==> config.mk <==
export PLATFORM = sky130hd
export DESIGN_NAME = bcd_to_int32_loader
export DESIGN_NICKNAME = d
export VERILOG_FILES = /design/src/rtl/bcd_pkg.sv /design/src/rtl/bcd_mac10.sv /design/src/rtl/bcd_to_int32_loader.sv
export SDC_FILE = /design/constraint.sdc
export NUM_CORES = 1
export LEC_CHECK = 0
export BUFFER_PORTS_ARGS = -buffer_cell sky130_fd_sc_hd__buf_2
export CAP_MARGIN = 40
export CORE_AREA = 2 2 104 106
export CTS_CLUSTER_DIAMETER = 150
export CTS_CLUSTER_SIZE = 12
export DETAILED_ROUTE_END_ITERATION = 6
export DIE_AREA = 0 0 106 108
export PLACE_DENSITY = 0.84
export SLEW_MARGIN = 0
export SYNTH_ARGS = -nofsm -noshare
export SYNTH_HDL_FRONTEND = slang
export SYNTH_SLANG_ARGS = --single-unit
==> constraint.sdc <==
create_clock -name clk -period 9.8 [get_ports clk]
set_clock_uncertainty 0.05 [all_clocks]
set_input_delay 0.49 -clock clk [delete_from_list [all_inputs] [get_ports clk]]
set_output_delay 0.49 -clock clk [all_outputs]
set_load 0.005 [all_outputs]
==> src/rtl/bcd_pkg.sv <==
// ---------------------------------------------------------------------------
// bcd_pkg
// Shared definitions for the BCD-to-int32 loader:
//   state_t      - loader FSM encoding (IDLE, ACCUM, HOLD)
//   BCD_MAX      - largest legal BCD digit value
//   POS_MAG_MAX  - largest magnitude representable as a positive int32
//   NEG_MAG_MAX  - largest magnitude representable as a negative int32
//   bcd_digit_value - maps an illegal digit (above BCD_MAX) to 0
// ---------------------------------------------------------------------------
package bcd_pkg;

    typedef enum logic [1:0] {
        IDLE  = 2'd0,
        ACCUM = 2'd1,
        HOLD  = 2'd2
    } state_t;

    localparam logic [3:0]  BCD_MAX     = 4'd9;
    localparam logic [35:0] POS_MAG_MAX = 36'd2147483647;
    localparam logic [35:0] NEG_MAG_MAX = 36'd2147483648;

    // Illegal digits contribute nothing to the magnitude.
    function automatic logic [3:0] bcd_digit_value(input logic [3:0] d);
        return (d > BCD_MAX) ? 4'd0 : d;
    endfunction

endpackage

==> src/rtl/bcd_mac10.sv <==
// ---------------------------------------------------------------------------
// bcd_mac10
// Combinational multiply-by-ten-and-add for decimal accumulation.
//   acc      [31:0] in  - running magnitude
//   digit    [3:0]  in  - digit value to add (already sanitised)
//   sign            in  - 1 selects the negative magnitude limit
//   result   [35:0] out - acc*10 + digit, full 36-bit width
//   exceeded        out - result is beyond the int32 range for this sign
// ---------------------------------------------------------------------------
module bcd_mac10
    import bcd_pkg::*;
(
    input  logic [31:0] acc,
    input  logic [3:0]  digit,
    input  logic        sign,
    output logic [35:0] result,
    output logic        exceeded
);

    logic [35:0] acc_w;

    always_comb begin
        acc_w    = {4'd0, acc};
        // acc*10 built from two shifts, no multiplier.
        result   = (acc_w << 3) + (acc_w << 1) + {32'd0, digit};
        exceeded = sign ? (result > NEG_MAG_MAX) : (result > POS_MAG_MAX);
    end

endmodule

==> src/rtl/bcd_to_int32_loader.sv <==
// ---------------------------------------------------------------------------
// bcd_to_int32_loader
// Accepts a signed decimal number as a stream of BCD digits (most
// significant first) and produces the two's-complement 32-bit value.
//
// Optional build macro: BCD_LOADER_SAT_EN
//   defined   - out-of-range results saturate to 0x7FFFFFFF / 0x80000000
//   undefined - out-of-range results wrap modulo 2^32
//   overflow is flagged the same way in both builds.
//
// Ports:
//   clk          in   clock, rising edge
//   reset        in   synchronous, active-high
//   digit_valid  in   digit/sign_in/last are valid
//   digit_ready  out  loader can accept a digit (IDLE, ACCUM)
//   digit [3:0]  in   BCD digit
//   sign_in      in   1 = negative, sampled with the first digit only
//   last         in   current digit ends the number
//   out_valid    out  result held (HOLD)
//   out_ready    in   consumer takes the result
//   decimal[31:0]out  two's-complement result
//   overflow     out  sticky: magnitude out of range or too many digits
//   bad_digit    out  sticky: a digit above 9 was seen
// ---------------------------------------------------------------------------
module bcd_to_int32_loader
    import bcd_pkg::*;
#(
    parameter int MAX_DIGITS = 10
) (
    input  logic               clk,
    input  logic               reset,
    input  logic               digit_valid,
    output logic               digit_ready,
    input  logic [3:0]         digit,
    input  logic               sign_in,
    input  logic               last,
    output logic               out_valid,
    input  logic               out_ready,
    output logic signed [31:0] decimal,
    output logic               overflow,
    output logic               bad_digit
);

    // Count saturates one above the limit, so this width always suffices.
    localparam int CNT_W = $clog2(MAX_DIGITS + 2);
    localparam logic [CNT_W-1:0] CNT_LIMIT = CNT_W'(MAX_DIGITS);
    localparam logic [CNT_W-1:0] CNT_ONE   = CNT_W'(1);

    state_t           state;
    logic [31:0]      magnitude;
    logic [CNT_W-1:0] count;
    logic             sign_q;

    logic             accept;
    logic [3:0]       digit_eff;
    logic             digit_bad;
    logic [35:0]      mac_result;
    logic             mac_exceeded;
    logic [CNT_W-1:0] count_inc;

    logic [31:0]      magnitude_n;
    logic [CNT_W-1:0] count_n;
    logic             sign_n;
    logic             overflow_n;
    logic             bad_digit_n;

    function automatic logic signed [31:0] apply_sign(input logic [31:0] mag,
                                                      input logic        neg);
        // -0 wraps to 0, so negative zero needs no special case.
        return neg ? -$signed(mag) : $signed(mag);
    endfunction

`ifdef BCD_LOADER_SAT_EN
    function automatic logic signed [31:0] saturate(input logic signed [31:0] val,
                                                    input logic              neg,
                                                    input logic              ovf);
        if (!ovf)
            return val;
        return neg ? 32'sh8000_0000 : 32'sh7FFF_FFFF;
    endfunction
`endif

    assign accept    = digit_valid & digit_ready;
    assign digit_eff = bcd_digit_value(digit);
    assign digit_bad = (digit > BCD_MAX);
    assign count_inc = (count > CNT_LIMIT) ? count : count + CNT_ONE;

    bcd_mac10 u_mac10 (
        .acc      (magnitude),
        .digit    (digit_eff),
        .sign     (sign_q),
        .result   (mac_result),
        .exceeded (mac_exceeded)
    );

    // Next-state values of the number being assembled; unchanged unless a
    // digit is accepted.
    always_comb begin
        magnitude_n = magnitude;
        count_n     = count;
        sign_n      = sign_q;
        overflow_n  = overflow;
        bad_digit_n = bad_digit;
        if (accept) begin
            if (state == IDLE) begin
                magnitude_n = {28'd0, digit_eff};
                count_n     = CNT_ONE;
                sign_n      = sign_in;
                overflow_n  = (CNT_ONE > CNT_LIMIT);
                bad_digit_n = digit_bad;
            end else begin
                magnitude_n = mac_result[31:0];
                count_n     = count_inc;
                // Any carry into the top nibble is out of range as well.
                overflow_n  = overflow | mac_exceeded | (|mac_result[35:32])
                              | (count_inc > CNT_LIMIT);
                bad_digit_n = bad_digit | digit_bad;
            end
        end
    end

    always_ff @(posedge clk) begin
        if (reset) begin
            state       <= IDLE;
            magnitude   <= '0;
            count       <= '0;
            sign_q      <= 1'b0;
            decimal     <= '0;
            overflow    <= 1'b0;
            bad_digit   <= 1'b0;
            out_valid   <= 1'b0;
            digit_ready <= 1'b1;
        end else begin
            magnitude <= magnitude_n;
            count     <= count_n;
            sign_q    <= sign_n;
            overflow  <= overflow_n;
            bad_digit <= bad_digit_n;
            case (state)
                IDLE, ACCUM: begin
                    if (accept) begin
                        if (last) begin
                            state       <= HOLD;
                            out_valid   <= 1'b1;
                            digit_ready <= 1'b0;
`ifdef BCD_LOADER_SAT_EN
                            decimal     <= saturate(apply_sign(magnitude_n, sign_n),
                                                    sign_n, overflow_n);
`else
                            decimal     <= apply_sign(magnitude_n, sign_n);
`endif
                        end else begin
                            state <= ACCUM;
                        end
                    end
                end
                HOLD: begin
                    if (out_ready) begin
                        state       <= IDLE;
                        out_valid   <= 1'b0;
                        digit_ready <= 1'b1;
                    end
                end
                default: begin
                    state       <= IDLE;
                    out_valid   <= 1'b0;
                    digit_ready <= 1'b1;
                end
            endcase
        end
    end

endmodule

==> flow_results.org, run 1 <==
** Outcome
- The run finished with clean final reports.

** Timing
- The worst path uses 47.6% of the clock period.
- Upper clock frequency limit :: 215 MHz
- Hold timing on the final database bottoms out at a slack of 0.347 ns.
- Final setup viols :: 0
- Fin. Hold Viols :: 0
- Slew at the pin closest to its max-slew limit :: 0.859 ns
- Setup total negative slack on the finished layout was measured at 0 ns.
- The count of pins over their slew limit was 0.
- Setup slack on the critical path of the routed design comes to 5.14 ns.
- Period minus WS final :: 4.66 ns
- Measured against its own limit, the worst slew margin works out to 41.2%.
- Unrepaired setup endpoints after global routing :: false

** Place
- In this run the cell area measured after placement is 6840 sq um.
- Post-placement worst setup slack :: 4.90 ns
- The congestion estimate from routability-driven global placement came to 0.996.
- Number of port buffers :: 45
- Once detailed placement completed, the half-perimeter wirelength came to 15100 microns.

** Yosys
- The number of nets in the synthesized netlist is 941.
- For this run, the leading register cell type out of synthesis is sky130_fd_sc_hd__dfxtp_1.
- The netlist uses 88 different library cells.
- Post-Synthesis Mean Instance Area :: 7.67 sq um
- Sequential fraction of the synthesis area :: 22.7%
- In this run, synthesis produced a sequential element count of 75.
- In the synthesized netlist, the number of instances is 863.
- For this run, the number of Yosys warnings is 0.
- Post-synthesis async set-or-reset flop share :: 0%
- Summing every instance area after synthesis gives 6620 sq um.
- Count of flip-flops with a built-in enable after synthesis :: 0

** Routing
- Dividing the detail-routed via count by the number of cells gives 6.67.
- Routed length per placed instance :: 19.6 microns
- DRC :: 0
- For this block, the via count after detailed routing is 6768.
- Summed over all layers, the routed wires come to 19900 microns.
- The first routing iteration left 642 violations.
- Once detail routing completed, the nets flagged for antenna violations numbered 0.
- For this run, the detailed router's first-pass iteration total came to 6.

** Worst setup path
- Worst path top cell family by delay :: simple AND/OR/NAND/NOR gates
- Critical path peak fanout :: 7
- Crit end category :: register
- The critical path contains buffers and inverters numbering 2 combined.
- Slack of the worst reg-to-reg path :: 5.30 ns
- In this design, the critical path's most frequently occurring cell is sky130_fd_sc_hd__fa_1.
- In this run the critical register-to-register path is launched from magnitude[2]$_SDFF_PP0_.
- Critical path's largest stage delay :: 0.56 ns
- Startpoint-to-endpoint class of the critical path :: primary input to register
- Standard cell with the maximum stage delay on the critical path :: sky130_fd_sc_hd__a32oi_1
- Data arrival, critical path :: 4.92 ns
- Critical Path Source :: digit[2]
- The worst setup path is launched from a primary input.
- Cells along the critical path :: buf_2 > nor3b_1 > inv_1 > fa_1 > fa_1 > nand2b_1 > a21oi_1 > o21ai_1 > a211oi_1 > o21ai_0 > a32oi_1 > nand4b_1 > or3_1 > or4_1 > nand3b_1
- At the worst endpoint, the required time is 10.05 ns.

** Clock network
- TritonCTS built the clock tree.
- The clock net in this run drives a total of 75 sinks.
- Clock-pin slew was measured on the worst setup and hold paths at 0.09 ns.
- Buffer type at the clock tree root :: sky130_fd_sc_hd__clkbuf_8
- The number of hold buffers added after CTS was 0.
- Maximum number of buffers from clock root to sink :: 2
- Gates resized during post-CTS repair numbered 0.
- Clock latency on the worst-skew pair :: 0.37 ns
- After clock tree synthesis, the setup repair step added 0 buffers.
- # H-tree levels :: 3
- Clock tree synthesis inserted a total of 9 buffers.

** Power
- IR analysis of the VDD net gives a maximum drop of 0.0000715 V.
- The design draws 0.000702 W.
- Power density over cell area :: 100 nW/um^2
- Lkg Pwr :: 2.99 nW

** Die
- For this configuration, the core starts out at a cell density of 64.7%.
- Horizontal die dimension :: 106 microns
- Placeable core region :: 10200 sq um
- Die footprint :: 11400 sq um
- In this run the vertical extent of the chip is 108 microns.
- The floorplan has 37 rows.
- 46 I/O pins were placed.

** GRT
- The initial antenna violation count came to 0.
- The first global-routing pass estimated 32400 microns of wire.
- For this run the aggregate overflow at the end of global routing stands at 0.
- Largest net degree at the start of global routing :: 77
- Via count of the first global-routing pass :: 6402
- Global routing consumed, over all layers together, 35.6% of the routing resources.

** Layout
- Layout overhead on the synthesized area :: 6.05%
- Share of layout cells above drive strength 1 :: 10.6%
- Once layout is done, the placed cells without fillers occupy 7020 sq um.
- At the end of the flow, the number of nets in the layout was 952.
- Diodes inserted :: 0

** Min path
- The startpoint identified for the worst hold timing path is out_ready.
- The worst hold path belongs to the class primary input to register.

** Job
- MaxCap Viol Count :: 0
## flip-flops by register name, indices dropped and copies added, names as in the netlist
register and cells:
state 2, digit_ready 1, out_valid 1, overflow 1, magnitude 32, sign_q 1
bad_digit 1, count 4, decimal 32
## through the flow
| step | cells | utilization, % |
|---|---|---|
| 6_report | 1015 | 68.6 |
| 5_1_grt | 1015 | 68.6 |
| 4_1_cts | 1015 | 68.6 |
| 3_5_place_dp | 999 | 66.8 |
| 3_3_place_gp | 998 | 66.6 |
| 2_1_floorplan | 863 | - |
## cell usage after synthesis, types with 8 or more instances
library cell | n | area, sq um
sky130_fd_sc_hd__nand2_1 | 99 | 372
sky130_fd_sc_hd__nor2_1 | 85 | 319
sky130_fd_sc_hd__a21oi_1 | 77 | 385
sky130_fd_sc_hd__dfxtp_1 | 75 | 1500
sky130_fd_sc_hd__ha_1 | 66 | 826
sky130_fd_sc_hd__o21ai_0 | 42 | 210
sky130_fd_sc_hd__clkbuf_1 | 31 | 116
sky130_fd_sc_hd__xnor2_1 | 24 | 210
sky130_fd_sc_hd__a31oi_1 | 20 | 125
sky130_fd_sc_hd__nor3_1 | 20 | 100
sky130_fd_sc_hd__inv_1 | 19 | 71.3
sky130_fd_sc_hd__nand3_1 | 17 | 85.1
sky130_fd_sc_hd__nand4_1 | 17 | 106
sky130_fd_sc_hd__or3_1 | 16 | 100
sky130_fd_sc_hd__a21o_1 | 13 | 97.6
sky130_fd_sc_hd__and3_1 | 13 | 81.3
sky130_fd_sc_hd__nor2b_1 | 12 | 75.1
sky130_fd_sc_hd__a22oi_1 | 11 | 82.6
sky130_fd_sc_hd__nand3b_1 | 11 | 82.6
sky130_fd_sc_hd__xor2_1 | 11 | 96.3
sky130_fd_sc_hd__o211ai_1 | 10 | 75.1
sky130_fd_sc_hd__a211oi_1 | 9 | 67.6
sky130_fd_sc_hd__and2_1 | 9 | 56.3
sky130_fd_sc_hd__buf_2 | 9 | 45.0
sky130_fd_sc_hd__o21ai_1 | 9 | 45.0
sky130_fd_sc_hd__mux2i_1 | 8 | 80.1
## final timing paths
path                              endpoint  cells after the start
setup / recovery  decimal[31]$_SDFFE_PP0P_                     15
hold reg to reg   decimal[15]$_SDFFE_PP0P_                      2
setup reg to reg  decimal[31]$_SDFFE_PP0P_                     13
hold / removal    digit_ready$_SDFFE_PP1P_                      3
## cell families (layout without fill, tap and decap cells)
family	count (synthesis)	in the layout	synth area share, %
buf+inv	70	86	4.82
mux	10	10	1.55
xor+xnor	35	35	4.63
fa+ha+maj	68	68	13.1
compound gates	275	275	28.4
flops	75	75	22.7
simple gates	330	330	24.8
## worst min-delay path: cells and delay by family
kind | cells | cell delay (ns)
buf+inv | 1 | 0.09
compound gates | 1 | 0.10
simple gates | 1 | 0.04
## power breakdown
group | total (W) | internal, W | switching (W)
combinational | 0.000139 | 0.0000498 | 0.0000892
clock | 0.000241 | 0.0000962 | 0.000144
sequential | 0.000322 | 0.000313 | 0.00000902
## cell usage in the layout (no fill, tap or decap), drive strengths merged, types with 12 or more instances in the layout
cell type | synthesis | final
a21o | 13 | 13
a21oi | 79 | 79
a22oi | 12 | 12
a31oi | 20 | 20
and3 | 13 | 13
buf | 20 | 51
dfxtp | 75 | 75
ha | 66 | 66
inv | 19 | 23
nand2 | 99 | 99
nand3 | 17 | 17
nand4 | 19 | 19
nor2 | 86 | 86
nor2b | 12 | 12
nor3 | 21 | 21
o21ai | 52 | 52
or3 | 17 | 17
xnor2 | 24 | 24
## layer usage
| layer | vias up | global-route usage (%) | routed length (microns) |
|---|---|---|---|
| met2 | 271 | 59.5 | 9360 |
| li1 | 3256 | - | - |
| met3 | 49 | 4.70 | 1250 |
| met5 | - | 0 | 0 |
| met1 | 3192 | 45.8 | 8530 |
| met4 | 0 | 16.6 | 765 |
## layout make-up
| cell class | count | area [sq um] |
|---|---|---|
| multi-input combinational | 718 | 4800 |
| fill | 866 | 3210 |
| sequential | 75 | 1500 |
| timing repair buffer | 51 | 290 |
| tap | 136 | 170 |
| clock buffer | 9 | 124 |
| inverter | 19 | 71.3 |
| clock inverter | 7 | 57.6 |
(Power assumes the default switching activity.)
==> run 2: changes to the inputs <==
- CORE_AREA: 2 2 104 106 -> 2 2 107 109
- DIE_AREA: 0 0 106 108 -> 0 0 109 111
- PLACE_DENSITY: 0.84 -> 0.8
- clock period: 9.8 -> 4.3 ns (I/O delays scaled with it)
==> run 2 against run 1 <==
Net effect: first-iteration DRC count increased by 14%; flip-flop and latch count unchanged; cell area increased by 5.8%; worst hold slack got worse by 0.25 ns; total power increased to 2.7 times the previous value; cell count increased by 3.8%; largest cell class unchanged; setup slack got worse by 5.0 ns.
==> flow_results.org, run 2 (same netlist as run 1, synthesis figures left out) <==
** Worst setup path
- CP required :: 4.53 ns (was 10.05 ns)
- The cell at the slowest stage of the critical path is sky130_fd_sc_hd__ha_1 (was sky130_fd_sc_hd__a32oi_1).
- End of the worst register-to-register path :: decimal[31]$_SDFFE_PP0P_ (unchanged)
- The cell type with the highest occurrence count on the critical path is sky130_fd_sc_hd__ha_1 (was sky130_fd_sc_hd__fa_1).
- Combined buffer and inverter count along the critical path :: 0 (was 2)
- The biggest fanout along the worst timing path was 10 (was 7).
- The endpoint class of the critical path is a register (unchanged).
- The sort of element at the start of the critical path is a register (was primary input).
- The worst reg2reg path startpoint was magnitude[14]$_SDFF_PP0_ (was magnitude[2]$_SDFF_PP0_).
- The count of cells along the worst register-to-register path came to 12 (was 13).
- Startpoint-to-endpoint class of the critical path :: register to register (was primary input to register)
- Cells along the critical path :: ha_1 > ha_1 > nand4_1 > nor3_1 > nand3_1 > o211ai_1 > a311oi_1 > a22oi_1 > nand4b_1 > or3_1 > or4_1 > nand3b_1 (was buf_2 > nor3b_1 > inv_1 > fa_1 > fa_1 > nand2b_1 > a21oi_1 > o21ai_1 > a211oi_1 > o21ai_0 > a32oi_1 > nand4b_1 > or3_1 > or4_1 > nand3b_1)
- Data arrival, critical path :: 4.37 ns (was 4.92 ns)
- Worst path top cell family by delay :: simple AND/OR/NAND/NOR gates (unchanged)
- Critical path's largest stage delay :: 0.55 ns (was 0.56 ns)
- The register-to-register setup slack is 0.16 ns (was 5.30 ns).

** Place
- The last weighted congestion value of the routability-driven placer was 1.05 (was 0.996).
- The worst setup slack after placement is 0.0233 ns (was 4.90 ns).
- The HPWL after detailed placement came to 16100 microns (was 15100 microns).
- Placed Instances :: 1039 (was 999)
- The count of input and output buffers was 45 (unchanged).

** Clock network
- The worst-skew pair later-pin latency was 0.35 ns (was 0.37 ns).
- Number of buffers inserted by hold repair at cts :: 0 (unchanged)
- Buffer type at the clock tree root :: sky130_fd_sc_hd__clkbuf_16 (was sky130_fd_sc_hd__clkbuf_8)
- The post-CTS setup repair buffer count was 0 (unchanged).
- Number of buffers added by the clock tree synthesis step :: 9 (unchanged)
- The number of clock sinks was 75 (unchanged).
- # H-tree levels :: 3 (unchanged)
- Post-CTS Resized :: 0 (unchanged)
- The TritonCTS clock tree is built (unchanged).
- The CTS clock-pin slew for the worst setup and hold paths was 0.06 ns (was 0.09 ns).
- Maximum number of buffers from clock root to sink :: 2 (unchanged)

** Routing
- Detailed-router iteration count before antenna repair :: 6 (unchanged)
- Routed length per placed instance :: 20.2 microns (was 19.6 microns)
- The number of design rule violations left after detail routing came to 0 (unchanged).
- Via count :: 7157 (was 6768)
- Remaining number of nets flagged by the antenna check after routing :: 0 (unchanged)
- The starting DRC count in detailed routing was 732 (was 642).
- The routed wire length was 21300 microns (was 19900 microns).
- Avg Vias per Cell :: 6.79 (was 6.67)

** Timing
- Fin. Hold Viols :: 0 (unchanged)
- The worst path in the final design needs a cycle of 4.14 ns, including I/O delays and setup.
- Final max-slew violation count :: 0 (unchanged)
- The least setup slack across all paths after layout came to 0.165 ns (was 5.14 ns).
- The total setup violations reported at the end of the flow was 0 (unchanged).
- The relative slew slack came to 56.3% (was 41.2%).
- The final sum of negative setup slack came to 0 ns (unchanged).
- Derived from the worst setup path, the maximum achievable clock frequency is 242 MHz.
- Slew at the pin closest to its max-slew limit :: 0.655 ns (was 0.859 ns)
- Dividing the final minimum period by the clock period gives 96.2%.

** Power
- Post-layout total power :: 0.00190 W (was 0.000702 W)
- Max VDD drop :: 0.000269 V (was 0.0000715 V)
- The leakage power figure was 3.20 nW (was 2.99 nW).
- Power density over cell area :: 256 nW/um^2 (was 100 nW/um^2)

** Die
- Chip Height :: 111 microns (was 108 microns)
- The horizontal extent of the die came to 109 microns (was 106 microns).
- The initial cell density of the core was 59.8% (was 64.7%).
- Die footprint :: 12100 sq um (was 11400 sq um)
- I/O pin count :: 46 (unchanged)
- Placeable core region :: 11100 sq um (was 10200 sq um)
- Number of cell rows :: 39 (was 37)

** Layout
- Layout overhead on the synthesized area :: 12.2% (was 6.05%)
- Share of layout cells above drive strength 1 :: 14.4% (was 10.6%)
- The post-route core utilization came to 67.1% (was 68.6%).
- The number of nets at the end of the flow is 985 (was 952).
- The diode insertion count for antenna repair is 0 (unchanged).
- The most common library cell in the layout ignoring fill and taps is sky130_fd_sc_hd__nand2_1 (unchanged).
- The sequential cell area is 1500 sq um (about the same).
- Largest regs: decimal (32), magnitude (32), count (4) (unchanged).
- Fill cells :: 953 (was 866)
- Number of cells in the finished layout apart from fillers :: 1054 (was 1015)
- Multi-input combinational cell area :: 4830 sq um (was 4800 sq um)
- Leading cell types in the layout, fill and taps excluded :: sky130_fd_sc_hd__nand2_1 (99), sky130_fd_sc_hd__nor2_1 (84), sky130_fd_sc_hd__a21oi_1 (76), sky130_fd_sc_hd__dfxtp_1 (73), sky130_fd_sc_hd__ha_1 (66) (was sky130_fd_sc_hd__nand2_1 (99), sky130_fd_sc_hd__nor2_1 (84), sky130_fd_sc_hd__a21oi_1 (77), sky130_fd_sc_hd__dfxtp_1 (75), sky130_fd_sc_hd__ha_1 (66))

** GRT
- Largest net degree at the start of global routing :: 41 (was 77)
- Number of antenna violations at the first check in global routing :: 0 (unchanged)
- Via count of the first global-routing pass :: 7043 (was 6402)
- The total congestion overflow after global routing was 0 (unchanged).
- Wire length of the first global-routing pass :: 34300 microns (was 32400 microns)
- Total routing usage reported by global routing :: 35.8% (was 35.6%)

** Min path
- Type of the worst min-delay path :: primary input to register (unchanged)
- Worst Hold Path EP :: digit_ready$_SDFFE_PP1P_ (unchanged)
- Worst Hold Path Cells :: 3 (unchanged)
- The launch point of the worst hold path was out_ready (unchanged).

** Outcome
- Run status: finished clean (unchanged).

** Job
- MaxCap Viol Count :: 0 (unchanged)
==> run 2: cell type report <==
cell class              count  area share [%]
clock buffers              10            3.22
clock inverters             5            1.04
inverters                  19           0.960
multi-input cells         718            65.0
flip-flops and latches     75            20.2
well taps                 143            2.41
repair buffers             84            7.12
==> run 2: through the flow <==
stage / cell area, sq um / hold slack [ns]
after global placement: 7060 / 0.389
after global routing: 7430 / 0.109
after detailed placement: 7090 / 0.391
after floorplan: 6620 / 0.314
final: 7430 / 0.102
after CTS: 7400 / 0.0916
==> run 2: where the power goes <==
part / leakage (nW) / total, W / switching [W] / internal, W
registers: 0.608 / 0.000737 / 0.0000221 / 0.000715
clock network: 0.154 / 0.000826 / 0.000307 / 0.000519
logic: 2.44 / 0.000338 / 0.000211 / 0.000127
total: 3.20 / 0.00190 / 0.000541 / 0.00136
==> run 2: worst register-to-register path, cell delays in order, from the launching register on <==
cell and delay (ns):
sky130_fd_sc_hd__dfxtp_1 0.43, sky130_fd_sc_hd__ha_1 0.27, sky130_fd_sc_hd__ha_1 0.55, sky130_fd_sc_hd__nand4_1 0.27, sky130_fd_sc_hd__nor3_1 0.42, sky130_fd_sc_hd__nand3_1 0.24
sky130_fd_sc_hd__o211ai_1 0.26, sky130_fd_sc_hd__a311oi_1 0.12, sky130_fd_sc_hd__a22oi_1 0.38, sky130_fd_sc_hd__nand4b_1 0.20, sky130_fd_sc_hd__or3_1 0.36, sky130_fd_sc_hd__or4_1 0.43
sky130_fd_sc_hd__nand3b_1 0.10
==> run 2: worst max-delay path by stage <==
stage                              from                        to  slack (ns)  cells after the start
4_1_cts         magnitude[2]$_SDFF_PP0_  decimal[31]$_SDFFE_PP0P_        0.13                     14
2_1_floorplan                  digit[2]  decimal[31]$_SDFFE_PP0P_        0.29                     15
3_3_place_gp                   digit[2]     overflow$_SDFFE_PP0P_        0.09                     14
5_1_grt         magnitude[0]$_SDFF_PP0_  decimal[31]$_SDFFE_PP0P_      -0.002                     14
3_5_place_dp                   digit[2]  decimal[31]$_SDFFE_PP0P_        0.02                     16
6_report       magnitude[14]$_SDFF_PP0_  decimal[31]$_SDFFE_PP0P_        0.16                     12
==> run 2: routing by layer <==
| layer | share of wire (%) | vias to the layer above | global-route usage [%] |
|---|---|---|---|
| met5 | 0 | - | 0 |
| met2 | 48 | 358 | 58.6 |
| met4 | 6.2 | 0 | 22.4 |
| met1 | 39 | 3379 | 42.4 |
| li1 | - | 3312 | - |
| met3 | 6.8 | 108 | 6.94 |
